$ cat src/rtl/fetch_queue_if.sv
// Decoder-side handshake of the fetch queue: head entry plus valid/ready.
interface fetch_queue_if #(
    parameter int unsigned ADDR_WIDTH = 32,
    parameter int unsigned INST_WIDTH = 32
);
    logic                  id_valid;
    logic                  id_ready;
    logic [INST_WIDTH-1:0] id_inst;
    logic [ADDR_WIDTH-1:0] id_cur_pc;
    logic [ADDR_WIDTH-1:0] id_mis_pc;
    logic                  id_pd_tk;

    // Fetch side presents the head entry
    modport master (
        output id_valid,
        output id_inst,
        output id_cur_pc,
        output id_mis_pc,
        output id_pd_tk,
        input  id_ready
    );

    // Decoder side consumes the head entry
    modport slave (
        input  id_valid,
        input  id_inst,
        input  id_cur_pc,
        input  id_mis_pc,
        input  id_pd_tk,
        output id_ready
    );
endinterface

$ cat src/rtl/fetch_queue.sv
// Instruction fetch stage: walks the PC through icache and branch predictor
// and buffers hits, with their prediction metadata, in a circular queue that
// the decoder drains over a valid/ready handshake. A ROB rollback empties the
// queue and redirects the PC in one cycle.
module fetch_queue #(
    parameter int unsigned           ADDR_WIDTH = 32,
    parameter int unsigned           INST_WIDTH = 32,
    parameter int unsigned           IQ_DEPTH   = 8,
    parameter int unsigned           PTR_WIDTH  = 3,
    parameter logic [ADDR_WIDTH-1:0] RESET_PC   = '0,
    parameter int unsigned           PC_INC     = 4
) (
    input  logic                  clk,
    input  logic                  rst,
    input  logic                  rdy,
    input  logic                  if_rb,
    input  logic [ADDR_WIDTH-1:0] rob_rb_pc,
    output logic                  cache_rd_en,
    output logic [ADDR_WIDTH-1:0] cache_rd_addr,
    input  logic                  cache_hit,
    input  logic [INST_WIDTH-1:0] cache_hit_inst,
    output logic                  bp_ena,
    output logic [ADDR_WIDTH-1:0] bp_pb_pc,
    output logic [INST_WIDTH-1:0] bp_pb_inst,
    input  logic                  bp_pd_tk,
    input  logic [ADDR_WIDTH-1:0] bp_pd_off,
    fetch_queue_if.master         id,
    output logic [PTR_WIDTH:0]    iq_cnt
);

    logic [ADDR_WIDTH-1:0] pc;
    logic [PTR_WIDTH-1:0]  head;
    logic [PTR_WIDTH-1:0]  tail;
    logic [PTR_WIDTH:0]    count;

    logic [INST_WIDTH-1:0] q_inst   [IQ_DEPTH];
    logic [ADDR_WIDTH-1:0] q_cur_pc [IQ_DEPTH];
    logic [ADDR_WIDTH-1:0] q_mis_pc [IQ_DEPTH];
    logic                  q_pd_tk  [IQ_DEPTH];

    logic                  full;
    logic                  empty;
    logic                  push;
    logic                  pop;
    logic [ADDR_WIDTH-1:0] succ_pc;
    logic [ADDR_WIDTH-1:0] jump_pc;
    logic [ADDR_WIDTH-1:0] mis_pc;
    logic [ADDR_WIDTH-1:0] next_pc;
    logic [PTR_WIDTH:0]    count_nxt;

    // Fetch request, push/pop qualification and next-PC selection
    always_comb begin
        full        = (count == (PTR_WIDTH + 1)'(IQ_DEPTH));
        empty       = (count == '0);
        // A full queue does not fetch even when a pop frees a slot this cycle
        cache_rd_en = rdy & ~rst & ~if_rb & ~full;
        push        = cache_rd_en & cache_hit;
        pop         = ~empty & id.id_ready & rdy & ~if_rb & ~rst;
        succ_pc     = pc + ADDR_WIDTH'(PC_INC);
        jump_pc     = pc + bp_pd_off;
        mis_pc      = bp_pd_tk ? succ_pc : jump_pc;
        next_pc     = bp_pd_tk ? jump_pc : succ_pc;
        count_nxt   = count;
        case ({push, pop})
            2'b10:   count_nxt = count + 1'b1;
            2'b01:   count_nxt = count - 1'b1;
            default: count_nxt = count;
        endcase
    end

    // PC, pointers and occupancy; reset beats freeze, freeze beats rollback
    always_ff @(posedge clk) begin
        if (rst) begin
            pc    <= RESET_PC;
            head  <= '0;
            tail  <= '0;
            count <= '0;
        end else if (rdy) begin
            if (if_rb) begin
                pc    <= rob_rb_pc;
                head  <= '0;
                tail  <= '0;
                count <= '0;
            end else begin
                if (push) begin
                    pc   <= next_pc;
                    tail <= tail + PTR_WIDTH'(1);
                end
                if (pop) begin
                    head <= head + PTR_WIDTH'(1);
                end
                count <= count_nxt;
            end
        end
    end

    // Entry storage; deliberately not cleared by reset or rollback
    always_ff @(posedge clk) begin
        if (push) begin
            q_inst[tail]   <= cache_hit_inst;
            q_cur_pc[tail] <= pc;
            q_mis_pc[tail] <= mis_pc;
            q_pd_tk[tail]  <= bp_pd_tk;
        end
    end

    // Head entry, icache and predictor probe outputs
    always_comb begin
        id.id_valid   = ~empty;
        id.id_inst    = q_inst[head];
        id.id_cur_pc  = q_cur_pc[head];
        id.id_mis_pc  = q_mis_pc[head];
        id.id_pd_tk   = q_pd_tk[head];
        cache_rd_addr = pc;
        bp_ena        = cache_rd_en;
        bp_pb_pc      = pc;
        bp_pb_inst    = cache_hit_inst;
        iq_cnt        = count;
    end

endmodule

$ cat src/flat_wrapper.sv
// flat-port wrapper written by rule: the top's interface ports become plain ports
module fetch_queue_flat 
#(
    parameter int unsigned           ADDR_WIDTH = 32,
    parameter int unsigned           INST_WIDTH = 32,
    parameter int unsigned           IQ_DEPTH   = 8,
    parameter int unsigned           PTR_WIDTH  = 3,
    parameter logic [ADDR_WIDTH-1:0] RESET_PC   = '0,
    parameter int unsigned           PC_INC     = 4
)
  (clk, rst, rdy, if_rb, rob_rb_pc, cache_rd_en, cache_rd_addr, cache_hit, cache_hit_inst, bp_ena, bp_pb_pc, bp_pb_inst, bp_pd_tk, bp_pd_off, iq_cnt, id_id_valid, id_id_inst, id_id_cur_pc, id_id_mis_pc, id_id_pd_tk, id_id_ready);
  fetch_queue_if #(.ADDR_WIDTH(ADDR_WIDTH), .INST_WIDTH(INST_WIDTH)) id_i ();
  input  logic clk;
  input  logic rst;
  input  logic rdy;
  input  logic if_rb;
  input  logic [ADDR_WIDTH-1:0] rob_rb_pc;
  output logic cache_rd_en;
  output logic [ADDR_WIDTH-1:0] cache_rd_addr;
  input  logic cache_hit;
  input  logic [INST_WIDTH-1:0] cache_hit_inst;
  output logic bp_ena;
  output logic [ADDR_WIDTH-1:0] bp_pb_pc;
  output logic [INST_WIDTH-1:0] bp_pb_inst;
  input  logic bp_pd_tk;
  input  logic [ADDR_WIDTH-1:0] bp_pd_off;
  output logic [PTR_WIDTH:0] iq_cnt;
  output wire logic [$bits(id_i.id_valid)-1:0] id_id_valid;
  output wire logic [$bits(id_i.id_inst)-1:0] id_id_inst;
  output wire logic [$bits(id_i.id_cur_pc)-1:0] id_id_cur_pc;
  output wire logic [$bits(id_i.id_mis_pc)-1:0] id_id_mis_pc;
  output wire logic [$bits(id_i.id_pd_tk)-1:0] id_id_pd_tk;
  input wire logic [$bits(id_i.id_ready)-1:0] id_id_ready;
  assign id_id_valid = id_i.id_valid;
  assign id_id_inst = id_i.id_inst;
  assign id_id_cur_pc = id_i.id_cur_pc;
  assign id_id_mis_pc = id_i.id_mis_pc;
  assign id_id_pd_tk = id_i.id_pd_tk;
  assign id_i.id_ready = id_id_ready;
  fetch_queue #(.ADDR_WIDTH(ADDR_WIDTH), .INST_WIDTH(INST_WIDTH), .IQ_DEPTH(IQ_DEPTH), .PTR_WIDTH(PTR_WIDTH), .RESET_PC(RESET_PC), .PC_INC(PC_INC)) u_core (.clk(clk), .rst(rst), .rdy(rdy), .if_rb(if_rb), .rob_rb_pc(rob_rb_pc), .cache_rd_en(cache_rd_en), .cache_rd_addr(cache_rd_addr), .cache_hit(cache_hit), .cache_hit_inst(cache_hit_inst), .bp_ena(bp_ena), .bp_pb_pc(bp_pb_pc), .bp_pb_inst(bp_pb_inst), .bp_pd_tk(bp_pd_tk), .bp_pd_off(bp_pd_off), .id(id_i), .iq_cnt(iq_cnt));
endmodule
$ cat config.mk
export PLATFORM = sky130hd
export DESIGN_NAME = fetch_queue_flat
export DESIGN_NICKNAME = d
export VERILOG_FILES = /design/src/rtl/fetch_queue_if.sv /design/src/rtl/fetch_queue.sv /design/src/flat_wrapper.sv
export SDC_FILE = /design/constraint.sdc
export NUM_CORES = 1
export LEC_CHECK = 0
export BUFFER_PORTS_ARGS = -buffer_cell sky130_fd_sc_hd__buf_2
export CORE_MARGIN = 3
export CORE_UTILIZATION = 64
export DETAILED_ROUTE_END_ITERATION = 8
export PLACE_DENSITY = 0.95
export SETUP_SLACK_MARGIN = 0.3
export SLEW_MARGIN = 20
export SYNTH_ARGS = -nofsm -noshare
export SYNTH_HDL_FRONTEND = slang
export SYNTH_SLANG_ARGS = --single-unit
$ cat constraint.sdc
create_clock -name clk -period 39.8 [get_ports clk]
set_input_delay 1.99 -clock clk [delete_from_list [all_inputs] [get_ports clk]]
set_output_delay 1.99 -clock clk [all_outputs]
set_load 0.005 [all_outputs]
; Word level (Yosys, flattened, before mapping)
; Memory sizes are Yosys's and may differ from the RTL's. A register that Yosys moved wholly into a read port is not among the register bits.
; Cells that the tools add are included.
; W data, S select, Z words.
[classes]
addsub = 6
n_mul = 0
div = 0
n_lt_le_gt_ge = 0
n_eq_ne = 3
n_shift = 0
n_mux = 20
n_bitwise = 12
n_reduce_logical = 7
[ops]
columns = cell, count
row1 = $mux W32, 4
row2 = $mux W3, 12
row3 = $add A32 B3 Y32 const B, 1
row4 = $add A32 B32 Y32, 1
row5 = $and A1 B1 Y1, 8
row6 = $pmux W4 S2, 1
row7 = $add A3 B1 Y3 const B, 2
row8 = $reduce_and A2 Y1, 3
row9 = $add A4 B1 Y4 const B, 1
row10 = $eq A4 B4 Y1 const B, 1
row11 = $logic_not A4 Y1, 1
row12 = $mux W4, 1
row13 = $not A1 Y1, 4
row14 = $reduce_bool A2 Y1, 2
row15 = $sub A4 B1 Y4 const B, 1
row16 = $reduce_bool A3 Y1, 1
row17 = $eq A2 B1 Y1 const B, 1
row18 = $eq A2 B2 Y1 const B, 1
row19 = $mux W1, 2
[totals]
reg_bits = 42
latch_bits = 0
ram_bits = 776
rom_bits = 0
input_bits = 103
output_inout_bits = 200
word_cells = 56
mem_count = 4
[memory_table]
columns = name, depth, width, read_ports, rd_clocked_by_memory_dff, write_ports, line
row1 = u_core.q_cur_pc, 8, 32, 1, 1, 1, fetch_queue.sv:37  ; logic [ADDR_WIDTH-1:0] q_cur_pc [IQ_DEPTH];
row2 = u_core.q_inst, 8, 32, 1, 1, 1, fetch_queue.sv:36  ; logic [INST_WIDTH-1:0] q_inst [IQ_DEPTH];
row3 = u_core.q_mis_pc, 8, 32, 1, 1, 1, fetch_queue.sv:38  ; logic [ADDR_WIDTH-1:0] q_mis_pc [IQ_DEPTH];
row4 = u_core.q_pd_tk, 8, 1, 1, 1, 1, fetch_queue.sv:39  ; logic q_pd_tk [IQ_DEPTH];

; Logic depth before layout (Yosys ltp)
; Gate-level depths: netlist of the first run.
[depth]
ltp_word = 10
ltp_mapped = 12
depth_no_buf = 11

; Least setup slack after synthesis of the first run
; No wires, ideal clock.
[synth_path]
path_type = input to register
startpoint = input if_rb
endpoint = memory u_core.q_cur_pc[1][0] (enable)
arrival_ns = 13.266
required_ns = 38.975
path_slack_ns = 25.709
cell_stages = 7
path_buffers = 3
cell_sequence = buf_2 or3b_1 a21oi_2 nand2_2 clkbuf_1 clkbuf_1 nor4b_1
[synth_between]
elab_chain_cells = 6
[synth_lines]
columns = element, line
row1 = "start, declared", flat_wrapper.sv:16  ; input logic if_rb;
row2 = $not A1 Y1, fetch_queue.sv:56  ; cache_rd_en = rdy & ~rst & ~if_rb & ~full;
row3 = $and A1 B1 Y1 (2 in a row), fetch_queue.sv:56
row4 = via bp_ena, flat_wrapper.sv:22  ; output logic bp_ena;
row5 = $and A1 B1 Y1, fetch_queue.sv:57  ; push = cache_rd_en & cache_hit;
row6 = $mux W1, fetch_queue.sv:99  ; if (push) begin
row7 = $mux W1 (implied by the code), fetch_queue.sv:101  ; q_cur_pc[tail] <= pc;
row8 = "end, declared", fetch_queue.sv:37
; The timed path passes the listed nets, and every way through them passes these cells.

==> results of run 1 <==
[registers in the layout, summed over array words and instances (netlist names), named ones only]
signal and flops:
u_core.tail 3, u_core.iq_cnt 4, u_core.q_cur_pc 256, u_core.bp_pb_pc 32
u_core.head 3, u_core.q_inst 256, u_core.q_mis_pc 256, u_core.q_pd_tk 8
[cells by family (layout without fill, tap and decap cells)]
| kind of cell | Yosys count | after routing | synth area share |
|---|---|---|---|
| xor gates and xnor gates | 56 | 56 | 0.01426 |
| and+or+nand+nor | 249 | 249 | 0.03511 |
| AOI/OAI and AO/OA | 228 | 228 | 0.04333 |
| other | 0 | 1 | 0 |
| adders and majority gates | 38 | 38 | 0.01401 |
| DFF | 821 | 821 | 0.7037 |
| muxes | 303 | 303 | 0.1624 |
| buffers and inverters | 180 | 497 | 0.02718 |
[per-layer routing]
metal	share of wire	vias to the layer above	global-route usage	wire length, µm
met2	0.49	1372	0.4949	41950
met5	0.00032	-	0	27
met3	0.11	244	0.06461	9028
met4	0.035	4	0.1128	2983
met1	0.37	9993	0.4199	31400
li1	-	8055	-	-
[final timing paths]
path / startpoint / endpoint / depth (start not counted)
setup / recovery: flop / id_id_cur_pc[14] / 5
hold / removal: u_core.head[1] / flop / 2
setup reg to reg: u_core.bp_pb_pc[1] / u_core.q_mis_pc[4][26] / 10
hold reg to reg: u_core.head[1] / flop / 2
[power groups by stage]
| stage | clock, mW | sequential, mW | combinational, mW |
|---|---|---|---|
| 6_report | 0.728 | 0.968 | 0.0857 |
| 5_1_grt | 0.766 | 0.968 | 0.0916 |
| 4_1_cts | 0.735 | 0.967 | 0.0836 |
| 3_5_place_dp | 0 | 0.986 | 0.0824 |
| 3_3_place_gp | 0 | 0.985 | 0.0788 |
| 2_1_floorplan | 0 | 0.982 | 0.0507 |
[layout make-up]
| class | instances | area, µm² |
|---|---|---|
| Sequential cell | 821 | 24210 |
| Clock inverter | 44 | 329.1 |
| Multi-Input combinational cell | 874 | 9309 |
| Tap cell | 688 | 860.8 |
| Inverter | 14 | 55.05 |
| Antenna cell | 1 | 2.502 |
| Fill cell | 2897 | 14130 |
| Timing Repair Buffer | 335 | 1792 |
| Clock buffer | 104 | 2177 |
[stage by stage]
stage | total power, mW | utilization | hold WS (ps) | worst slack (ps) | cell area [µm²]
3_3_place_gp | 1.063 | 0.6848 | 520.1 | 34110 | 36200
5_1_grt | 1.826 | 0.7327 | 577.5 | 33180 | 38740
4_1_cts | 1.786 | 0.7322 | 536.6 | 33310 | 38710
3_5_place_dp | 1.068 | 0.6848 | 523.8 | 34000 | 36200
2_1_floorplan | 1.032 | - | 504.5 | 25710 | 34390
6_report | 1.781 | 0.7328 | 531.7 | 33310 | 38740
[worst register-to-register path, delay by kind of cell, from the launching register on]
kind,cells,cell delay (ps)
buf+inv,1,210
flops,1,670
compound gates,5,1880
simple gates,3,890
fa+ha+maj,1,500
[placed cells by master, fill, tap and decap left out, drive strengths merged, types with 45 or more instances in the layout]
cell type and n:
edfxtp 776, buf 335, mux4 194, clkbuf 104
mux2 100, nand2 74, nor2 69, a21oi 61
o21ai 51, dfxtp 45
==> out/results.txt, run 1 <==
Synth area leaders: edfxtp_1, mux4_2, mux2_2
PwrDens: 45.99 mW/mm²
Psw: 382.4 µW
area of the core: 0.05287 mm²
GR Util All Layers: 0.3055
Mapped Nets: 2015
worst min path class: reg2reg
family with the most delay on the worst path: buffers and inverters
first-pass GRT wire length: 127900 µm
die area: 0.05656 mm²
CTS H-tree depth: 3
most numerous cell in the Yosys netlist: edfxtp_1
die extent in x: 237.8 µm
Detailed Place HPWL: 49720 µm
Mean Syn Cell Area: 18.34 µm²
CP Class: reg2out
switching part of the total power: 0.2146
largest fanout on the critical path: 74
final-report setup violation count: 0
row count: 84
Main synth FF type: edfxtp_1
Clk Latency, worst-skew pair: 620 ps
Die Span Y: 237.8 µm
initial antenna violation count: 2
largest net degree at the start of global routing: 107
worst slew pin tran: 1304 ps
fin. max-slew vios: 0
CP Launch Type: flop
Layout area overhead: 12.64%
CP required: 37810 ps
Initial Utilization: 0.6506
Synth top area share: 0.6775
sequential fraction of the synthesis area: 0.7037
Gate Count Post-Synth: 1875
Post-DRT Antenna Nets: 0
Post-synth EDFFs: 776
CTS Buffer Depth: 3
R2R setup slack: 35310 ps
DR iter-0 viols: 2782
slowest cell on the critical path: dfxtp_4
Sink Count: 821
Internal Power: 1.399 mW
number of max-cap violations: 0
Root Buffer: clkbuf_16
Yosys top cell by area: edfxtp_1
synth cell count leaders: edfxtp_1, mux4_2, mux2_2, clkbuf_1, nand2_1
Yosys warning total: 0
combinational power share: 0.048
non-filler cells in the finished layout: 2881
Final GP Congestion: 0.9419
port bufs: 302
Crit path top cell by count: buf_4
max incr delay on CP: 1000 ps
fin crit share: 0.1630
post-DR wirelength/cell: 29.64 µm
Peak VDD IR: 35.52 µV
number of post-CTS setup repair buffers: 0
Worst-path clk slew: 50 ps
vias in the first global route: 20.04k
Final Hold Fails: 0
DR pass1 iterations: 7
Clk network pwr share: 0.409
share of layout cells above drive strength 1: 0.3453
cts repair resizes: 0
vias per cell: 6.827
Slew headroom: 0.1277
Pleak: 13.17 nW
synth unique cells: 70
CP arrival: 4500 ps
fmax: 0.1542 GHz
min Tclk post-route: 6485 ps
CTS tree: yes
share of power burned in registers: 0.543
fin nets: 2266
crit path buf inv count: 3
ordered list of cells on the worst path: buf_4 > buf_4 > mux4_2 > mux2_2 > buf_2
Fin Setup TNS: 0 ps
CP Capture Type: primary output
num ports: 303
final WL: 85390 µm
Syn Std Cell Area: 0.03439 mm²
clk_skew: 20.10 ps
asr flop ratio synth: 0
number of CTS-inserted buffers: 80
placed cells: 2731
#FFs+latches synth: 821
Vias: 19.67k
RSZ-0062 raised after global routing: no
drt drc: 0
GRT overflow: 0
status: finished, final reports clean
CTS hold repair buffers: 0
Power figures use the tool's default switching activity.
==> run 2, diff against run 1 <==
--- a/config.mk
+++ b/config.mk
@@ -7,9 +7,9 @@
 export LEC_CHECK = 0
 export BUFFER_PORTS_ARGS = -buffer_cell sky130_fd_sc_hd__buf_2
 export CORE_MARGIN = 3
-export CORE_UTILIZATION = 64
+export CORE_UTILIZATION = 54
 export DETAILED_ROUTE_END_ITERATION = 8
-export PLACE_DENSITY = 0.95
+export PLACE_DENSITY = 0.87
 export SETUP_SLACK_MARGIN = 0.3
 export SLEW_MARGIN = 20
 export SYNTH_ARGS = -nofsm -noshare
==> constraint.sdc (replaced) <==
create_clock -name clk -period 5.6 [get_ports clk]
set_input_delay 0.28 -clock clk [delete_from_list [all_inputs] [get_ports clk]]
set_output_delay 0.28 -clock clk [all_outputs]
set_load 0.005 [all_outputs]
==> out/results.txt, run 2 (synthesized netlist as in run 1, its figures left out) <==
status: finished, final reports clean
number of CTS-inserted buffers: 81
Layout area overhead: 15.02%
vias in the first global route: 19.46k
number of max-cap violations: 0
Design Area, Final: 0.03956 mm²
CP Capture Type: flop
min Tclk post-route: 4120 ps
final-report setup violation count: 0
post-DR wirelength/cell: 26.89 µm
GR Util All Layers: 0.2494
cts repair resizes: 0
Die Span Y: 258.4 µm
Slew headroom: 0.2418
number of post-CTS setup repair buffers: 0
PwrDens: 320.9 mW/mm²
Post-DRT Antenna Nets: 0
CP Class: reg2reg
die area: 0.06676 mm²
DR pass1 iterations: 6
GRT overflow: 0
num ports: 303
CP arrival: 4420 ps
CP required: 5900 ps
CTS H-tree depth: 3
final WL: 82640 µm
Detailed Place HPWL: 49600 µm
fin crit share: 0.7357
port bufs: 302
fmax: 0.2427 GHz
Pleak: 13.38 nW
share of layout cells above drive strength 1: 0.3342
worst hold margin: 24.42 ps
row count: 91
DR iter-0 viols: 1873
Clk Latency, worst-skew pair: 620 ps
Initial Utilization: 0.5512
biggest regs: u_core.q_cur_pc: 256 flops, u_core.q_inst: 256 flops, u_core.q_mis_pc: 256 flops
CP Launch Type: flop
Fin Setup TNS: 0 ps
CTS tree: yes
CTS Buffer Depth: 3
largest net degree at the start of global routing: 99
Root Buffer: clkbuf_16
fin nets: 2313
Final GP Congestion: 0.9259
RSZ-0062 raised after global routing: no
die extent in x: 258.4 µm
largest fanout on the critical path: 13
Peak VDD IR: 302.1 µV
most frequent cells in the layout: edfxtp_1, buf_2, mux4_2, mux2_2, clkbuf_16
most common cell after layout, fill and taps aside: edfxtp_1
WHS Path Cells: 1
worst r2r path cells: 11
Worst-path clk slew: 60 ps
worst slew pin tran: 1125 ps
Final Hold Fails: 0
first-pass GRT wire length: 123800 µm
initial antenna violation count: 2
Sink Count: 821
area of the core: 0.06239 mm²
clk_skew: 25.46 ps
worst min path class: in2reg
Area after DPL: 0.03655 mm²
total power: 12.69 mW
fin. max-slew vios: 0
drt drc: 0
vias per cell: 6.249
Vias: 19.20k
run 2: power by group:
part           switching (mW)  internal [mW]
sequential             0.0717           6.80
clock                    2.17           3.02
combinational           0.397          0.231
run 2: worst paths after layout:
path | startpoint | end | slack, ps
hold / removal | cache_hit_inst[21] | u_core.q_inst[1][21] | 20
hold reg to reg | u_core.head[0] | flop | 570
setup / recovery | u_core.bp_pb_pc[0] | u_core.q_mis_pc[3][26] | 1480
setup reg to reg | u_core.bp_pb_pc[0] | u_core.q_mis_pc[3][26] | 1480
run 2: worst max-delay path, stage by stage (launching register included):
cell       delay (ps)
dfxtp_1           530
ha_1              240
inv_1              60
fa_1              410
nor2b_1           180
o2111ai_1         160
a21oi_1           290
o311ai_1          280
nor3_1            470
o2111ai_1         310
and3_1            230
a211oi_1          630
run 2: per-layer routing:
metal	up-vias	track usage	routed length, µm
li1	8154	-	-
met1	9867	0.3381	32380
met2	1021	0.4067	40440
met3	158	0.05512	7378
met4	2	0.08237	2423
met5	-	0	16
run 2: area by class of cell:
type	count	area, µm²
flip-flops and latches	821	24210
fillers	4268	22840
multi-input cells	874	9355
repair buffers	381	2361
clock buffers	108	2192
well taps	837	1047
clock inverters	37	330.3
inverters	14	55.05
diodes	1	2.502
run 2: metrics by stage:
step           setup WS [ps]  std cells    util
4_1_cts                 1553       3072  0.6339
5_1_grt                 1221       3073  0.6340
3_5_place_dp            1619       2879  0.5858
6_report                1480       3073  0.6340
3_3_place_gp            1847       2878  0.5855
2_1_floorplan          -1931       1875       -
run 2: timing repair:
action                                  in CTS  in global routing
hold endpoints to repair                   265                  0
hold buffers                                48                  0
endpoints found under the setup margin       0                  0
==> run 3, diff against run 2 <==
--- a/config.mk
+++ b/config.mk
@@ -5,6 +5,7 @@
 export SDC_FILE = /design/constraint.sdc
 export NUM_CORES = 1
 export LEC_CHECK = 0
+export ABC_AREA = 1
 export BUFFER_PORTS_ARGS = -buffer_cell sky130_fd_sc_hd__buf_2
 export CORE_MARGIN = 3
 export CORE_UTILIZATION = 54
==> constraint.sdc (replaced) <==
create_clock -name clk -period 3.5 [get_ports clk]
set_input_delay 0.175 -clock clk [delete_from_list [all_inputs] [get_ports clk]]
set_output_delay 0.175 -clock clk [all_outputs]
set_load 0.005 [all_outputs]
==> out/results.txt, run 3 <==
status: finished, final reports clean
Main synth FF type: edfxtp_1
Worst-path clk slew: 60 ps
worst min path class: in2reg
Psw: 4.891 mW
Post-DRT Antenna Nets: 0
Root Buffer: clkbuf_16
CTS H-tree depth: 3
post-DR wirelength/cell: 22.00 µm
r2r endpoint: u_core.q_mis_pc[6][24]
Post-synth EDFFs: 776
final WL: 100300 µm
Peak VDD IR: 420.3 µV
Synth area leaders: edfxtp_1, nor2_1, o21ai_0
switching part of the total power: 0.2299
worst r2r path cells: 6
Sink Count: 821
WHS Path Cells: 5
min Tclk post-route: 3245 ps
worst slew pin tran: 1042 ps
Clk network pwr share: 0.411
Internal Power: 16.39 mW
area of the core: 0.06598 mm²
fin crit share: 0.9270
biggest regs: u_core.q_cur_pc: 256 flops, u_core.q_inst: 256 flops, u_core.q_mis_pc: 256 flops
Syn Std Cell Area: 0.03603 mm²
synth unique cells: 46
slowest cell on the critical path: dfxtp_4
die extent in x: 264.3 µm
share of layout cells above drive strength 1: 0.1542
GRT overflow: 0
Worst Hold Path EP: u_core.bp_pb_pc[11]
max incr delay on CP: 660 ps
port bufs: 302
Detailed Place HPWL: 60180 µm
num ports: 303
Final Hold Fails: 0
Synth top area share: 0.6467
CP arrival: 3070 ps
HP Start: rob_rb_pc[11]
multi-input combinational cell area: 0.009967 mm²
CP Class: reg2out
CP Capture Type: primary output
vias per cell: 5.882
Slew headroom: 0.2979
Die Span Y: 264.3 µm
number of post-CTS setup repair buffers: 0
row count: 94
Initial Utilization: 0.5461
total power: 21.28 mW
share of power burned in registers: 0.513
ordered list of cells on the worst path: buf_16 > o21ai_0 > o22ai_1 > nor2_1 > a31oi_1 > buf_2
PnR worst setup slack: 255.4 ps
vias in the first global route: 25.90k
DR pass1 iterations: 6
fin. max-slew vios: 0
most numerous cell in the Yosys netlist: edfxtp_1
Vias: 26.83k
final-report setup violation count: 0
synth cell count leaders: edfxtp_1, nor2_1, o21ai_0, nand2_1, inv_1
clk_skew: 24.84 ps
Layout area overhead: 15.92%
RSZ-0062 raised after global routing: yes
FF+latch area: 0.02422 mm²
DR iter-0 viols: 3168
number of max-cap violations: 0
worst reg2reg startpoint: u_core.bp_pb_pc[17]
most frequent cells in the layout: edfxtp_1, nor2_1, o21ai_0, nand2_1, buf_2
Mapped Nets: 3471
CTS Buffer Depth: 3
Clk Latency, worst-skew pair: 640 ps
drt drc: 0
fin nets: 3769
fmax: 0.3082 GHz
GR Util All Layers: 0.2816
Mean Syn Cell Area: 10.82 µm²
first-pass GRT wire length: 150400 µm
combinational power share: 0.076
asr flop ratio synth: 0
#FFs+latches synth: 821
CTS tree: yes
pre-CTS WS: 614.2 ps
PwrDens: 509.4 mW/mm²
Final GP Congestion: 1.037
sequential fraction of the synthesis area: 0.6717
initial antenna violation count: 2
Pleak: 15.82 nW
most common cell after layout, fill and taps aside: edfxtp_1
Yosys warning total: 0
number of CTS-inserted buffers: 83
Fillers: 4802
Gate Count Post-Synth: 3331
CP required: 3320 ps
largest net degree at the start of global routing: 151
CP Launch Type: flop
largest fanout on the critical path: 125
die area: 0.06987 mm²
Fin Setup TNS: 0 ps
Yosys top cell by area: edfxtp_1
R2R setup slack: 560 ps
[run 3: cell types whose count changed in the layout (fill, tap and decap cells not counted), sizes merged, moves of 91 or more]
| cell | change |
|---|---|
| o22ai | +91 |
| nand2 | +298 |
| a31oi | +110 |
| o21ai | +387 |
| nor2 | +701 |
| inv | +188 |
| mux4 | -194 |
| mux2 | -100 |
[run 3: logic make-up after synthesis]
group,count (synthesis),share of synthesized area
compound gates,728,0.1101
xor+xnor,31,0.007535
buf+inv,438,0.05438
fa+ha+maj,37,0.01306
mux,4,0.001111
simple gates,1272,0.1421
flops,821,0.6717
[run 3: metal layers]
layer  vias to the layer above  track usage  routed length (µm)
li1                      12190            -                   -
met1                     12900       0.3742               39170
met2                      1515       0.4579               47620
met3                       218      0.05570                9914
met4                         0       0.1181                3629
met5                         -            0                   0
[run 3: repair_timing]
action	in CTS	in global routing
endpoints found under the hold margin	283	0
hold buffers	61	0
resized for setup	2	3
setup endpoints to repair	9	35
[run 3: through the flow]
stage	std cells	cell area (µm²)	hold WS [ps]	utilization
after floorplan	3331	36110	273.9	-
final	4561	41770	44.31	0.6330
after CTS	4560	41750	2.476	0.6328
after global routing	4561	41770	65.83	0.6330
after global placement	4347	38440	451.4	0.5826
after detailed placement	4347	38440	456.8	0.5826
[run 3: worst max path at each step]
stage                         from                endpoint  slack (ps)  cells after the start
3_3_place_gp   u_core.bp_pb_pc[17]  u_core.q_mis_pc[4][28]         800                      8
6_report                      flop        id_id_mis_pc[14]         260                      6
3_5_place_dp   u_core.bp_pb_pc[17]  u_core.q_mis_pc[5][28]         610                      8
5_1_grt                       flop        id_id_mis_pc[14]         190                      6
2_1_floorplan     u_core.iq_cnt[0]   u_core.q_cur_pc[4][0]        -340                      5
4_1_cts                       flop        id_id_mis_pc[14]         270                      6
[run 3: final cells by class]
cell class                 count  share of cell area
clock buffer                 100             0.05176
multi-input combinational   2072              0.2386
clock inverter                52             0.01267
timing repair buffer         451             0.07258
antenna                        1          0.00005991
sequential                   821              0.5798
tap                          864             0.02588
inverter                     200             0.01857
[run 3: worst max-delay path, delay by kind of cell (launching register included)]
kind / cells / cell delay, ps
AND/OR/NAND/NOR: 1 / 60
flip-flops: 1 / 660
AO/OA/AOI/OAI: 3 / 910
buffers and inverters: 2 / 680
[run 3: power groups by stage]
stage | clock (mW) | combinational, mW | sequential (mW)
2_1_floorplan | 0 | 0.808 | 11.2
3_3_place_gp | 0 | 1.48 | 11.1
3_5_place_dp | 0 | 1.51 | 11.1
4_1_cts | 8.81 | 1.57 | 10.9
5_1_grt | 9.21 | 1.74 | 10.9
6_report | 8.74 | 1.61 | 10.9
